$ cat config.mk
export PLATFORM = sky130hd
export DESIGN_NAME = pipe_stage_reg
export DESIGN_NICKNAME = d
export VERILOG_FILES = /design/src/rtl/cpu_pkg.sv /design/src/rtl/pipe_stage_skid.sv /design/src/rtl/pipe_stage_reg.sv
export SDC_FILE = /design/constraint.sdc
export NUM_CORES = 1
export LEC_CHECK = 0
export CORE_MARGIN = 2
export CORE_UTILIZATION = 46
export DETAILED_ROUTE_END_ITERATION = 6
export GPL_ROUTABILITY_DRIVEN = 0
export GPL_TIMING_DRIVEN = 0
export PLACE_DENSITY = 0.77
export SLEW_MARGIN = 25
export SYNTH_ARGS = -nofsm -noshare
export SYNTH_HDL_FRONTEND = slang
export SYNTH_HIERARCHICAL = 1
export SYNTH_SLANG_ARGS = --single-unit
export TNS_END_PERCENT = 1
$ cat constraint.sdc
create_clock -name pipe_stage_reg_clk_i -period 1.8 [get_ports pipe_stage_reg_clk_i]
set_input_delay 0.45 -clock pipe_stage_reg_clk_i [delete_from_list [all_inputs] [get_ports pipe_stage_reg_clk_i]]
set_output_delay 0.45 -clock pipe_stage_reg_clk_i [all_outputs]
set_load 0.01 [all_outputs]
$ cat src/rtl/cpu_pkg.sv
// Shared CPU datapath definitions.
// - Default field width and PC reset value for the pipeline registers.
// - Field indices of the W-stage register.
// - Handshake state encoding of the skid-buffered pipeline register.
package cpu_pkg;

  localparam int          DATA_W_DEFAULT = 32;
  localparam logic [31:0] PC_RST_DEFAULT = 32'h0000_3000;

  // W-stage field layout
  localparam int FLD_STR = 0;
  localparam int FLD_PC4 = 1;
  localparam int FLD_ALO = 2;
  localparam int FLD_DMD = 3;

  // Occupancy of the skid-buffered stage: EMPTY (M=0,S=0), ONE (M=1,S=0), FULL (M=1,S=1)
  typedef enum logic [1:0] {
    ST_EMPTY = 2'b00,
    ST_ONE   = 2'b01,
    ST_FULL  = 2'b11
  } skid_state_e;

endpackage

$ cat src/rtl/pipe_stage_skid.sv
// Skid entry and handshake state for the registered-ready pipeline stage.
// Ports:
//   i_clk, i_rst_n      clock, async active-low reset
//   i_clr               synchronous flush (returns to EMPTY)
//   i_vld, i_dat        upstream valid / data
//   i_rdy               downstream ready
//   o_rdy               upstream ready, straight from a flop
//   o_m_vld             main register holds valid data
//   o_ld_in             main register loads i_dat this edge
//   o_ld_skid           main register loads the skid entry this edge
//   o_skid_dat          skid entry contents
//
// state    | meaning
// ST_EMPTY | nothing held, ready
// ST_ONE   | main valid, skid free, ready
// ST_FULL  | main and skid valid, not ready
module pipe_stage_skid
  import cpu_pkg::*;
#(
  parameter int W = 128
) (
  input  logic         i_clk,
  input  logic         i_rst_n,
  input  logic         i_clr,
  input  logic         i_vld,
  input  logic [W-1:0] i_dat,
  input  logic         i_rdy,
  output logic         o_rdy,
  output logic         o_m_vld,
  output logic         o_ld_in,
  output logic         o_ld_skid,
  output logic [W-1:0] o_skid_dat
);

  skid_state_e r_state;
  skid_state_e w_state_nxt;
  logic        r_rdy;
  logic [W-1:0] r_skid;
  logic        w_up;
  logic        w_ld_skid_entry;

  assign w_up = i_vld & r_rdy;

  always_comb begin
    w_state_nxt     = r_state;
    o_ld_in         = 1'b0;
    o_ld_skid       = 1'b0;
    w_ld_skid_entry = 1'b0;
    case (r_state)
      ST_EMPTY: begin
        if (w_up) begin
          w_state_nxt = ST_ONE;
          o_ld_in     = 1'b1;
        end
      end
      ST_ONE: begin
        if (w_up && i_rdy) begin
          o_ld_in = 1'b1;
        end else if (i_rdy) begin
          w_state_nxt = ST_EMPTY;
        end else if (w_up) begin
          w_state_nxt     = ST_FULL;
          w_ld_skid_entry = 1'b1;
        end
      end
      ST_FULL: begin
        if (i_rdy) begin
          w_state_nxt = ST_ONE;
          o_ld_skid   = 1'b1;
        end
      end
      default: w_state_nxt = ST_EMPTY;
    endcase
    // Flush wins; any coincident upstream beat is swallowed.
    if (i_clr) begin
      w_state_nxt     = ST_EMPTY;
      o_ld_in         = 1'b0;
      o_ld_skid       = 1'b0;
      w_ld_skid_entry = 1'b0;
    end
  end

  always_ff @(posedge i_clk or negedge i_rst_n) begin
    if (!i_rst_n) begin
      r_state <= ST_EMPTY;
      r_rdy   <= 1'b1;
      r_skid  <= '0;
    end else begin
      r_state <= w_state_nxt;
      // Ready is precomputed from the next state so no path from i_rdy reaches o_rdy.
      r_rdy   <= (w_state_nxt != ST_FULL);
      if (w_ld_skid_entry) r_skid <= i_dat;
    end
  end

  assign o_rdy      = r_rdy;
  assign o_m_vld    = (r_state != ST_EMPTY);
  assign o_skid_dat = r_skid;

endmodule

$ cat src/rtl/pipe_stage_reg.sv
// Parametrised inter-stage pipeline register with valid/ready handshake,
// optional two-entry skid buffer, synchronous flush and bubble counter.
// Ports:
//   pipe_stage_reg_clk_i / _rst_n_i   clock, async active-low reset
//   pipe_stage_reg_vld_i / _rdy_o     upstream handshake
//   pipe_stage_reg_dat_i              NFIELD packed fields of DATA_W bits
//   pipe_stage_reg_clr_i              synchronous flush (bubble insertion)
//   pipe_stage_reg_vld_o / _rdy_i     downstream handshake
//   pipe_stage_reg_dat_o              registered packed fields
//   pipe_stage_reg_bub_o              saturating count of cycles with vld_o=0
module pipe_stage_reg
  import cpu_pkg::*;
#(
  parameter int          DATA_W = DATA_W_DEFAULT,
  parameter int          NFIELD = 4,
  parameter int          PC_IDX = FLD_PC4,
  parameter logic [31:0] PC_RST = PC_RST_DEFAULT,
  parameter bit          SKID   = 1'b1,
  parameter int          CNT_W  = 16
) (
  input  logic                     pipe_stage_reg_clk_i,
  input  logic                     pipe_stage_reg_rst_n_i,
  input  logic                     pipe_stage_reg_vld_i,
  output logic                     pipe_stage_reg_rdy_o,
  input  logic [NFIELD*DATA_W-1:0] pipe_stage_reg_dat_i,
  input  logic                     pipe_stage_reg_clr_i,
  output logic                     pipe_stage_reg_vld_o,
  input  logic                     pipe_stage_reg_rdy_i,
  output logic [NFIELD*DATA_W-1:0] pipe_stage_reg_dat_o,
  output logic [CNT_W-1:0]         pipe_stage_reg_bub_o
);

  localparam int              W        = NFIELD * DATA_W;
  localparam logic [DATA_W-1:0] PC_RST_T = DATA_W'(PC_RST);

  logic [W-1:0]     w_rst_pat;
  logic [W-1:0]     r_main;
  logic [W-1:0]     w_skid_dat;
  logic             w_vld;
  logic             w_rdy;
  logic             w_ld_in;
  logic             w_ld_skid;
  logic [CNT_W-1:0] r_bub;

  for (genvar k = 0; k < NFIELD; k++) begin : g_pat
    assign w_rst_pat[k*DATA_W +: DATA_W] = (k == PC_IDX) ? PC_RST_T : '0;
  end

  if (SKID) begin : g_skid
    pipe_stage_skid #(.W(W)) u_skid (
      .i_clk      (pipe_stage_reg_clk_i),
      .i_rst_n    (pipe_stage_reg_rst_n_i),
      .i_clr      (pipe_stage_reg_clr_i),
      .i_vld      (pipe_stage_reg_vld_i),
      .i_dat      (pipe_stage_reg_dat_i),
      .i_rdy      (pipe_stage_reg_rdy_i),
      .o_rdy      (w_rdy),
      .o_m_vld    (w_vld),
      .o_ld_in    (w_ld_in),
      .o_ld_skid  (w_ld_skid),
      .o_skid_dat (w_skid_dat)
    );
  end else begin : g_noskid
    logic r_vld;

    // A full register may still accept when the downstream drains it this edge.
    assign w_rdy      = pipe_stage_reg_rdy_i | ~r_vld;
    assign w_ld_in    = pipe_stage_reg_vld_i & w_rdy & ~pipe_stage_reg_clr_i;
    assign w_ld_skid  = 1'b0;
    assign w_skid_dat = '0;
    assign w_vld      = r_vld;

    always_ff @(posedge pipe_stage_reg_clk_i or negedge pipe_stage_reg_rst_n_i) begin
      if (!pipe_stage_reg_rst_n_i) begin
        r_vld <= 1'b0;
      end else if (pipe_stage_reg_clr_i) begin
        r_vld <= 1'b0;
      end else if (pipe_stage_reg_vld_i && w_rdy) begin
        r_vld <= 1'b1;
      end else if (pipe_stage_reg_rdy_i) begin
        r_vld <= 1'b0;
      end
    end
  end

  always_ff @(posedge pipe_stage_reg_clk_i or negedge pipe_stage_reg_rst_n_i) begin
    if (!pipe_stage_reg_rst_n_i) begin
      r_main <= w_rst_pat;
    end else if (pipe_stage_reg_clr_i) begin
      r_main <= w_rst_pat;
    end else if (w_ld_skid) begin
      r_main <= w_skid_dat;
    end else if (w_ld_in) begin
      r_main <= pipe_stage_reg_dat_i;
    end
  end

  // Counts flush-induced bubbles too; only reset clears it.
  always_ff @(posedge pipe_stage_reg_clk_i or negedge pipe_stage_reg_rst_n_i) begin
    if (!pipe_stage_reg_rst_n_i) begin
      r_bub <= '0;
    end else if (!w_vld && (r_bub != {CNT_W{1'b1}})) begin
      r_bub <= r_bub + CNT_W'(1);
    end
  end

  assign pipe_stage_reg_rdy_o = w_rdy;
  assign pipe_stage_reg_vld_o = w_vld;
  assign pipe_stage_reg_dat_o = r_main;
  assign pipe_stage_reg_bub_o = r_bub;

endmodule

* Word level (Yosys, flattened, before mapping) *
Cells that the tools add are included.

operators by class
  equal/unequal tests = 4
  add/sub/neg operators = 1
  bitwise logic cells = 1
  reduce and logical (&&, ||, !) cells = 6
  multiplexer cells = 21

operators with widths
  operator                 count
  $mux W128                3
  $add A16 B1 Y16 const B  1
  $ne A16 B16 Y1 const B   1
  $mux W2                  6
  $mux W1                  10
  $pmux W2 S3              1
  $reduce_bool A3 Y1       1
  $eq A2 B1 Y1 const B     1
  $eq A2 B2 Y1 const B     1
  $logic_and A1 B1 Y1      2
  $logic_not A2 Y1         1
  $ne A2 B2 Y1 const B     1
  $pmux W1 S2              1
  $reduce_bool A2 Y1       1
  $and A1 B1 Y1            1
  $logic_not A1 Y1         1

word-level totals
  logic and storage cells = 38
  output and inout port bits = 146
  input bits = 133
  register bits after elaboration = 275

* Longest topological paths before layout *
Gate-level depths: netlist of the first run.

  word-level depth = 8
  gate-level depth with buffers = 8
  depth with buffers taken out = 6

* Cells and area by module *
Netlist of the first run, hierarchy kept.

modules (own cells, without submodules)
  module           instances  sequential area each (um^2)  cells each  area each (um^2)
  pipe_stage_reg   1          3606.0                       771         7185.6
  pipe_stage_skid  1          3279.4                       286         5445.2

* Least setup slack after synthesis of the first run *
OpenSTA, ideal clock, no wires.

  kind = register to register
  start = reg g_skid.u_skid.r_rdy, in the netlist g_skid.u_skid/o_rdy
  end = reg r_main[73], in the netlist pipe_stage_reg_dat_o[73]
  clock period less this slack = 1.923 ns
  path buffers = 2
  data required time = 1.668 ns
  setup time = 0.132 ns
  setup slack = -0.123 ns
  stages on the path, launching flop included = 9
  arrival = 1.791 ns
  cells stage by stage = dfstp_2 -> nand3b_1 -> a211oi_1 -> buf_2 -> buf_2 -> mux2i_1 -> nor2_1 -> a21oi_1 -> nor2_1

between the ends
  word-level cells in the longest chain between the ends = 6
  elaborated cells on any way between the ends = 7
  those cells by class = 4 x mux; 1 x bitwise; 2 x reduce/logical

ends and longest elaborated chain
  element                         line                   text
  start: declaration              pipe_stage_skid.sv:37  logic r_rdy;
  start signal: assignment        pipe_stage_skid.sv:91  r_rdy <= (w_state_nxt != ST_FULL);
  $and A1 B1 Y1 *                 pipe_stage_skid.sv:42  assign w_up = i_vld & r_rdy;
  $logic_and A1 B1 Y1             pipe_stage_skid.sv:57  if (w_up && i_rdy) begin
  $mux W1                         pipe_stage_skid.sv:57
  $pmux W1 S2 *                   pipe_stage_skid.sv:49  case (r_state)
  $mux W1 *                       pipe_stage_skid.sv:75  if (i_clr) begin
  net w_ld_in                     pipe_stage_reg.sv:41   logic w_ld_in;
  $reduce_bool A3 Y1 (no line) *  -
  end signal: assignment          pipe_stage_reg.sv:88   r_main <= w_rst_pat;
  end signal: assignment          pipe_stage_reg.sv:90   r_main <= w_rst_pat;
  end signal: assignment          pipe_stage_reg.sv:92   r_main <= w_skid_dat;
  end: declaration                pipe_stage_reg.sv:37   logic [W-1:0] r_main;

The timed path passes the listed nets; every way through them passes the cells marked *.
A chain may end at the register's enable or synchronous reset.

* Worst setup path after layout of the first run *
  start = in pipe_stage_reg_rdy_i
  end = reg r_main[29], in the netlist pipe_stage_reg_dat_o[29]

between the ends
  word-level cells in the longest chain between the ends = 5
  elaborated cells on any way between the ends = 10
  those cells by class = 8 x mux; 2 x reduce/logical

ends and longest elaborated chain
  element             line                   text
  start: declaration  pipe_stage_reg.sv:28   input logic pipe_stage_reg_rdy_i,
  $mux W1 *           pipe_stage_skid.sv:67  if (i_rdy) begin
  $mux W1 *           pipe_stage_skid.sv:49
  $mux W1 *           pipe_stage_skid.sv:75
  net w_ld_skid       pipe_stage_reg.sv:42   logic w_ld_skid;
  $mux W128           pipe_stage_reg.sv:91   end else if (w_ld_skid) begin
  $mux W128           pipe_stage_reg.sv:89   end else if (pipe_stage_reg_clr_i) begin

Marked as above.

==> Flow_metrics.wiki, run 1 <==
{| class="wikitable"
! Metric !! Value
|-
| Clk Tree Root Cell || sky130_fd_sc_hd__clkbuf_16
|-
| Multi-input logic area || 5309 sq um
|-
| Post-synthesis register bit count || 275
|-
| H-tree levels || 1
|-
| Gr usage total || 23.40%
|-
| Cell-internal power || 12.67 mW
|-
| Data required time at the worst endpoint || 2270 ps
|-
| Post-route non-filler standard cell count || 1748
|-
| Clock sink count || 275
|-
| DRT Wirelength || 33850 um
|-
| Starting DRT DRC Count || 619
|-
| Destination of the worst register-to-register timing path || pipe_stage_reg_dat_o[54]
|-
| Post-detailed-placement cell area || 15990 sq um
|-
| Core Region || 26950 sq um
|-
| Die Wd || 169.7 um
|-
| Sequential area share after synthesis || 54.51%
|-
| Area share of the largest cell type after synthesis || 53.89%
|-
| Power per cell area || 990.1 nW/um^2
|-
| Peak supply drop || 0.0007424 V
|-
| Post-Synthesis Cell Area || 12630 sq um
|-
| Number of I/O pins || 279
|-
| Top post-synthesis cells by area || sky130_fd_sc_hd__dfrtp_1, sky130_fd_sc_hd__mux2_4, sky130_fd_sc_hd__mux2i_1
|-
| Post-synthesis to final-layout area growth || 36.45%
|-
| Routed via count || 9221
|-
| Yosys warning total || 6
|-
| Place WS || -1406 ps
|-
| Top post-synthesis cells by count || sky130_fd_sc_hd__dfrtp_1, sky130_fd_sc_hd__nor2_1, sky130_fd_sc_hd__a21oi_1
|-
| Detailed Place HPWL || 22730 um
|-
| Cell type with the largest total area after synthesis || sky130_fd_sc_hd__dfrtp_1
|-
| Post-synth EDFFs || 0
|-
| Reg2Reg Depth || 9
|-
| Yosys cell types || 42
|-
| Number of iterations in the first detailed-routing pass || 5
|-
| Kind of start point of the critical path || primary input
|-
| Worst skew pair latency || 550 ps
|-
| Post-synthesis net count || 1191
|-
| Final worst path period share || 113.7%
|-
| Critical path class || primary input to flip-flop
|-
| Lkg Pwr || 8.703 nW
|-
| Largest net degree at the start of global routing || 70
|-
| Net switching fraction of the power || 25.73%
|-
| Outcome || finished, violations left
|-
| Clock-pin slew of the registers on the worst-case setup and hold paths || 60 ps
|-
| Number of fillers in the final layout || 2151
|-
| Number of failing setup endpoints in the final timing report || 249
|-
| Layout cell share with drive strength beyond 1 || 20.11%
|-
| Buffers added on ports || 278
|-
| Overflow left after global routing || 0
|-
| Antenna violations before repair || 0
|-
| Number of buffers between clock root and the deepest sink || 3
|-
| Vias per cell || 5.275
|-
| Die Footprint || 28800 sq um
|-
| Clock tree from TritonCTS || yes
|-
| Final critical-path required period || 2047 ps
|-
| Dpl cells || 1680
|-
| Clock network fraction of design power || 35.1%
|-
| Rows || 60
|-
| Design Area, Final || 17240 sq um
|-
| Worst Setup End Kind || flip-flop
|-
| Arrival time worst endpoint || 2520 ps
|-
| Cell count after synthesis || 1057
|-
| Total power consumption of the routed design || 17.07 mW
|-
| Sequential cell area in the final layout || 6898 sq um
|-
| R2R setup slack || -230 ps
|-
| Max-Slew Margin vs Limit || 63.14%
|-
| Most numerous cell in the Yosys netlist || sky130_fd_sc_hd__dfrtp_1
|-
| Count of nets left with antenna violations after detail routing || 0
|-
| Chip height || 169.7 um
|-
| Main flop type after synthesis || sky130_fd_sc_hd__dfrtp_1
|-
| Initial Util || 46.87%
|-
| Reported net switching power || 4.390 mW
|-
| Combinational share of power || 18.7%
|-
| Final worst-path setup slack || -247.4 ps
|-
| Number of antenna repair diodes || 0
|-
| Unrepaired setup endpoints after global routing || yes
|-
| Pins over their slew limit || 0
|-
| Share of async-settable or async-resettable flops after synthesis || 100.0%
|-
| DR DRC count || 0
|-
| Startpoint of the lowest-slack register-to-register path || g_skid.u_skid/o_rdy
|-
| Share of total power in sequential cells || 46.2%
|-
| Tightest Pin Transition || 552.9 ps
|-
| Setup TNS || -32000 ps
|-
| Count of endpoints failing hold in the final timing report || 0
|-
| Violations in the final reports || setup timing
|-
| Total Nets Final || 1518
|-
| First-pass GRT wire length || 53790 um
|-
| CP max FO || 10
|-
| Via count of the first global-routing pass || 9875
|-
| Path category of the worst min-delay check || primary input to asynchronous set/reset pin
|-
| Clock buffers created by TritonCTS || 29
|-
| Maximum Capacitance Violations || 0
|-
| Setup Skew || 8.612 ps
|-
| Average cell area after synthesis || 11.95 sq um
|-
| WL per Instance || 19.37 um
|-
| Fmax || 0.4884 GHz
|}
==> layer usage <==
layer	wire length [um]	GRT usage [%]	part of all wire, %	vias up
li1	-	-	-	4276
met1	14540	31.42	43	4593
met2	16120	38.46	48	297
met3	2460	5.480	7.3	55
met4	731	5.871	2.2	0
met5	0	0.6957	0	-
==> registers in the layout, indices dropped and copies added (netlist names) <==
name / count
g_skid.u_skid/o_skid_dat: 128
g_skid.u_skid/o_rdy: 1
pipe_stage_reg_dat_o: 128
pipe_stage_reg_bub_o: 16
g_skid.u_skid/r_state: 2
==> power by group through the flow <==
stage	logic, mW	clock network [mW]	registers (mW)
after floorplan	1.84	0	7.87
after global placement	3.07	0	7.90
after detailed placement	3.19	0	7.93
after CTS	3.17	6.09	7.87
after global routing	3.46	6.36	8.00
final	3.19	5.98	7.89
==> repair_timing <==
item	in CTS	in global routing
buffers inserted	6	4
gates cloned	3	1
setup endpoints to repair	276	253
endpoints found under the hold margin	45	0
hold buffers	1	0
pin swaps	4	7
gates resized for setup	225	33
==> cell usage in the layout, fill, tap and decap left out, types with 7 or more instances in the layout <==
master,n
sky130_fd_sc_hd__nand4_1,7
sky130_fd_sc_hd__buf_6,8
sky130_fd_sc_hd__mux2i_1,122
sky130_fd_sc_hd__dfrtp_1,262
sky130_fd_sc_hd__dfrtp_2,10
sky130_fd_sc_hd__buf_12,25
sky130_fd_sc_hd__mux2_2,27
sky130_fd_sc_hd__mux2_4,102
sky130_fd_sc_hd__nor2_1,257
sky130_fd_sc_hd__clkinv_2,7
sky130_fd_sc_hd__clkbuf_2,11
sky130_fd_sc_hd__dlygate4sd2_1,142
sky130_fd_sc_hd__clkdlybuf4s50_1,131
sky130_fd_sc_hd__clkbuf_8,7
sky130_fd_sc_hd__buf_4,8
sky130_fd_sc_hd__a21oi_1,126
sky130_fd_sc_hd__clkbuf_1,22
sky130_fd_sc_hd__clkbuf_16,30
sky130_fd_sc_hd__buf_2,10
==> stage by stage <==
step	util (%)	hold WS (ps)
floorplan	-	154.4
global placement	58.90	485.3
detailed placement	59.32	381.9
CTS	63.53	390.6
global route	63.95	415.4
finish	63.95	399.3
==> cells by family after synthesis <==
group | after synthesis | synth area share, %
buffers and inverters | 72 | 3.952
AND/OR/NAND/NOR | 302 | 10.25
AO/OA/AOI/OAI | 137 | 5.528
multiplexers | 261 | 25.03
adder cells (fa/ha/maj) | 1 | 0.09904
XOR/XNOR | 9 | 0.6241
flip-flops | 275 | 54.51
==> how the worst max path moves through the flow <==
| stage | startpoint | endpoint | slack (ps) | cells after the start |
|---|---|---|---|---|
| floorplan | g_skid.u_skid/o_rdy | pipe_stage_reg_dat_o[126] | -20 | 8 |
| global placement | pipe_stage_reg_rst_n_i | g_skid.u_skid/o_skid_dat[95] | -11700 | 1 |
| detailed placement | pipe_stage_reg_rdy_i | pipe_stage_reg_dat_o[98] | -1410 | 8 |
| CTS | g_skid.u_skid/o_rdy | pipe_stage_reg_dat_o[41] | -300 | 9 |
| global route | g_skid.u_skid/o_rdy | pipe_stage_reg_dat_o[50] | -350 | 9 |
| finish | pipe_stage_reg_rdy_i | pipe_stage_reg_dat_o[29] | -250 | 7 |
==> worst max-delay path: stages <==
cell and delay, ps:
sky130_fd_sc_hd__clkdlybuf4s50_1 540, sky130_fd_sc_hd__inv_1 120, sky130_fd_sc_hd__nor3_1 340, sky130_fd_sc_hd__clkbuf_4 340
sky130_fd_sc_hd__clkbuf_1 440, sky130_fd_sc_hd__a21oi_1 150, sky130_fd_sc_hd__nor2_1 140
==> layout make-up <==
| class | count | area share (%) |
|---|---|---|
| Clock inverter | 10 | 0.6025 |
| Buffer | 70 | 4.240 |
| Multi-Input combinational cell | 710 | 30.80 |
| Inverter | 2 | 0.04356 |
| Tap cell | 341 | 2.475 |
| Sequential cell | 275 | 40.02 |
| Timing Repair Buffer | 296 | 16.87 |
| Clock buffer | 44 | 4.944 |
Note: power is estimated with default switching activity, not from simulation.
==> inputs of run 2 (changes only) <==
--- a/config.mk
+++ b/config.mk
@@ -11,6 +11,7 @@
 export GPL_ROUTABILITY_DRIVEN = 0
 export GPL_TIMING_DRIVEN = 0
 export PLACE_DENSITY = 0.77
+export SETUP_SLACK_MARGIN = 0.02
 export SLEW_MARGIN = 25
 export SYNTH_ARGS = -nofsm -noshare
 export SYNTH_HDL_FRONTEND = slang
==> run 2 against run 1 <==
Effect of this change:
- combinational power grew 1%
- fmax is 4.0% higher
- wire length is 0.69% higher
- worst setup slack improved by 80 ps
- sequential share of layout area is 0.61 points lower
- sequential cell count stayed put
- highest routed layer unchanged
- utilization rose by 0.98 points
- critical path depth up 3
- largest power group unchanged
- critical endpoint is now pipe_stage_reg_dat_o[82]
- first-iteration DRC count fell by 19%
- the flow still finishes with violations (setup timing)
- non-clock buffer count up 9
- register-to-register slack gained 60 ps
- global-route usage shrank 0.19 points
==> Flow_metrics.wiki, run 2 (same netlist as run 1, synthesis figures left out) <==
{| class="wikitable"
! Metric !! Value
|-
| Outcome || finished, violations left
|-
| Violations in the final reports || setup timing
|-
| Multi-input logic area || 5306 sq um
|-
| Maximum Capacitance Violations || 0
|-
| Path category of the worst min-delay check || primary input to asynchronous set/reset pin
|-
| Initial Util || 46.87%
|-
| Worst Setup End Kind || flip-flop
|-
| Gr usage total || 23.22%
|-
| Overflow left after global routing || 0
|-
| Unrepaired setup endpoints after global routing || yes
|-
| Global routing's busiest layer || met2
|-
| Antenna violations before repair || 2
|-
| Clock-pin slew of the registers on the worst-case setup and hold paths || 60 ps
|-
| First-pass GRT wire length || 53120 um
|-
| Die Footprint || 28800 sq um
|-
| Max-Slew Margin vs Limit || 61.21%
|-
| CP max FO || 5
|-
| Arrival time worst endpoint || 2380 ps
|-
| Post-detailed-placement cell area || 15980 sq um
|-
| Number of iterations in the first detailed-routing pass || 5
|-
| Largest net degree at the start of global routing || 92
|-
| Power per cell area || 1010 nW/um^2
|-
| Sequential cell area in the final layout || 6898 sq um
|-
| Number of I/O pins || 279
|-
| Count of nets left with antenna violations after detail routing || 0
|-
| Lkg Pwr || 8.811 nW
|-
| Peak supply drop || 0.0006345 V
|-
| Setup TNS || -9969 ps
|-
| Total Nets Final || 1528
|-
| Detailed Place HPWL || 22020 um
|-
| WL per Instance || 19.35 um
|-
| Kind of start point of the critical path || flip-flop
|-
| Via count of the first global-routing pass || 9518
|-
| Fmax || 0.5082 GHz
|-
| M1 GR Usage || 32.01%
|-
| Clock sink count || 275
|-
| Worst skew pair latency || 550 ps
|-
| Pins over their slew limit || 0
|-
| Count of endpoints failing hold in the final timing report || 0
|-
| Data required time at the worst endpoint || 2210 ps
|-
| Commonest non-fill, non-tap cell in the layout || sky130_fd_sc_hd__dfrtp_1
|-
| Tightest Pin Transition || 581.8 ps
|-
| Number of failing setup endpoints in the final timing report || 126
|-
| Final worst path period share || 109.3%
|-
| Rows || 60
|-
| DRT Wirelength || 34080 um
|-
| Number of fillers in the final layout || 2076
|-
| Die Wd || 169.7 um
|-
| Chip height || 169.7 um
|-
| Critical path class || flip-flop to flip-flop
|-
| Setup Skew || 12.02 ps
|-
| Routed via count || 9258
|-
| DR DRC count || 0
|-
| Clock buffers created by TritonCTS || 30
|-
| Final critical-path required period || 1968 ps
|-
| Clock tree from TritonCTS || yes
|-
| Core Region || 26950 sq um
|-
| Met2 track demand over resource || 36.59%
|-
| Post-synthesis to final-layout area growth || 38.55%
|-
| Buffers added on ports || 278
|-
| Clk Tree Root Cell || sky130_fd_sc_hd__clkbuf_16
|-
| Design Area, Final || 17500 sq um
|-
| Met3 Use GR || 6.600%
|-
| Layout cell share with drive strength beyond 1 || 21.23%
|-
| Starting DRT DRC Count || 504
|-
| H-tree levels || 1
|-
| Vias per cell || 5.257
|-
| Number of buffers between clock root and the deepest sink || 3
|-
| Commonest cells after routing, fill and taps aside || sky130_fd_sc_hd__dfrtp_1, sky130_fd_sc_hd__nor2_1, sky130_fd_sc_hd__dlygate4sd2_1, sky130_fd_sc_hd__clkdlybuf4s50_1, sky130_fd_sc_hd__mux2i_1
|-
| Final worst-path setup slack || -167.8 ps
|}
==> run 2: cell count changes in the layout (fill, tap and decap cells not counted), moves of 4 or more <==
cell / before / now
sky130_fd_sc_hd__dlygate4sd2_1: 142 / 132
sky130_fd_sc_hd__clkdlybuf4s15_1: 3 / 10
sky130_fd_sc_hd__mux2i_2: 6 / 0
sky130_fd_sc_hd__buf_4: 8 / 13
sky130_fd_sc_hd__buf_12: 25 / 29
sky130_fd_sc_hd__clkbuf_1: 22 / 17
sky130_fd_sc_hd__buf_2: 10 / 14
sky130_fd_sc_hd__clkbuf_16: 30 / 36
sky130_fd_sc_hd__mux2i_1: 122 / 127
==> run 2: path summary, 6_finish.rpt <==
check	start	endpoint	slack [ps]	depth (start not counted)
min in group pipe_stage_reg_clk_i	g_skid.u_skid/o_skid_dat[101]	g_skid.u_skid/o_skid_dat[101]	510	1
hold reg to reg	g_skid.u_skid/o_skid_dat[101]	g_skid.u_skid/o_skid_dat[101]	510	1
setup / recovery	g_skid.u_skid/o_rdy	pipe_stage_reg_dat_o[82]	-170	10
max in group asynchronous	pipe_stage_reg_rst_n_i	g_skid.u_skid/o_skid_dat[98]	250	4
hold / removal	pipe_stage_reg_rst_n_i	pipe_stage_reg_dat_o[46]	380	2
setup reg to reg	g_skid.u_skid/o_rdy	pipe_stage_reg_dat_o[82]	-170	10
==> run 2: routing by layer <==
layer | part of all wire (%) | routed length, um
met1 | 43 | 14760
met2 | 46 | 15800
met3 | 8.2 | 2805
met4 | 2.1 | 726
met5 | 0 | 0
==> run 2: timing repair <==
action,CTS,global route
setup endpoints to repair,276,178
hold buffers,1,0
cloned,1,5
endpoints found under the hold margin,44,0
pin swaps,5,5
setup buffers,12,6
resized for setup,225,47
==> run 2: area by class of cell <==
type	instances	area share, %
Clock buffer	41	5.048
Inverter	2	0.04290
Antenna cell	2	0.02860
Multi-Input combinational cell	710	30.32
Buffer	69	4.168
Sequential cell	275	39.42
Timing Repair Buffer	306	17.46
Clock inverter	15	1.080
Tap cell	341	2.438
==> run 2: stage by stage <==
stage	std cells	power, mW	hold WS, ps	utilization [%]	setup WS (ps)
2_1_floorplan	1057	9.717	154.4	-	-3.088
4_1_cts	1749	17.69	382.2	63.94	-208.0
6_report	1761	17.67	380.7	64.94	-167.8
3_3_place_gp	1676	10.96	484.5	58.98	-11590
3_5_place_dp	1679	11.07	372.5	59.30	-1497
5_1_grt	1760	18.44	398.4	64.93	-294.5
==> run 2: report_power, final <==
| part | internal [mW] | total (mW) | switching [mW] |
|---|---|---|---|
| clock network | 4.00 | 6.58 | 2.58 |
| logic | 1.98 | 3.23 | 1.26 |
| registers | 7.20 | 7.85 | 0.656 |
| total | 13.2 | 17.7 | 4.49 |
==> run 2: critical path: stages (launching register included) <==
cell                        delay, ps
sky130_fd_sc_hd__dfstp_2          530
sky130_fd_sc_hd__nand3b_1         110
sky130_fd_sc_hd__a211oi_2         200
sky130_fd_sc_hd__buf_4            160
sky130_fd_sc_hd__buf_12           120
sky130_fd_sc_hd__buf_12           140
sky130_fd_sc_hd__clkbuf_16        150
sky130_fd_sc_hd__mux2i_1          180
sky130_fd_sc_hd__nor2_1            60
sky130_fd_sc_hd__a21oi_1          120
sky130_fd_sc_hd__nor2_1            50
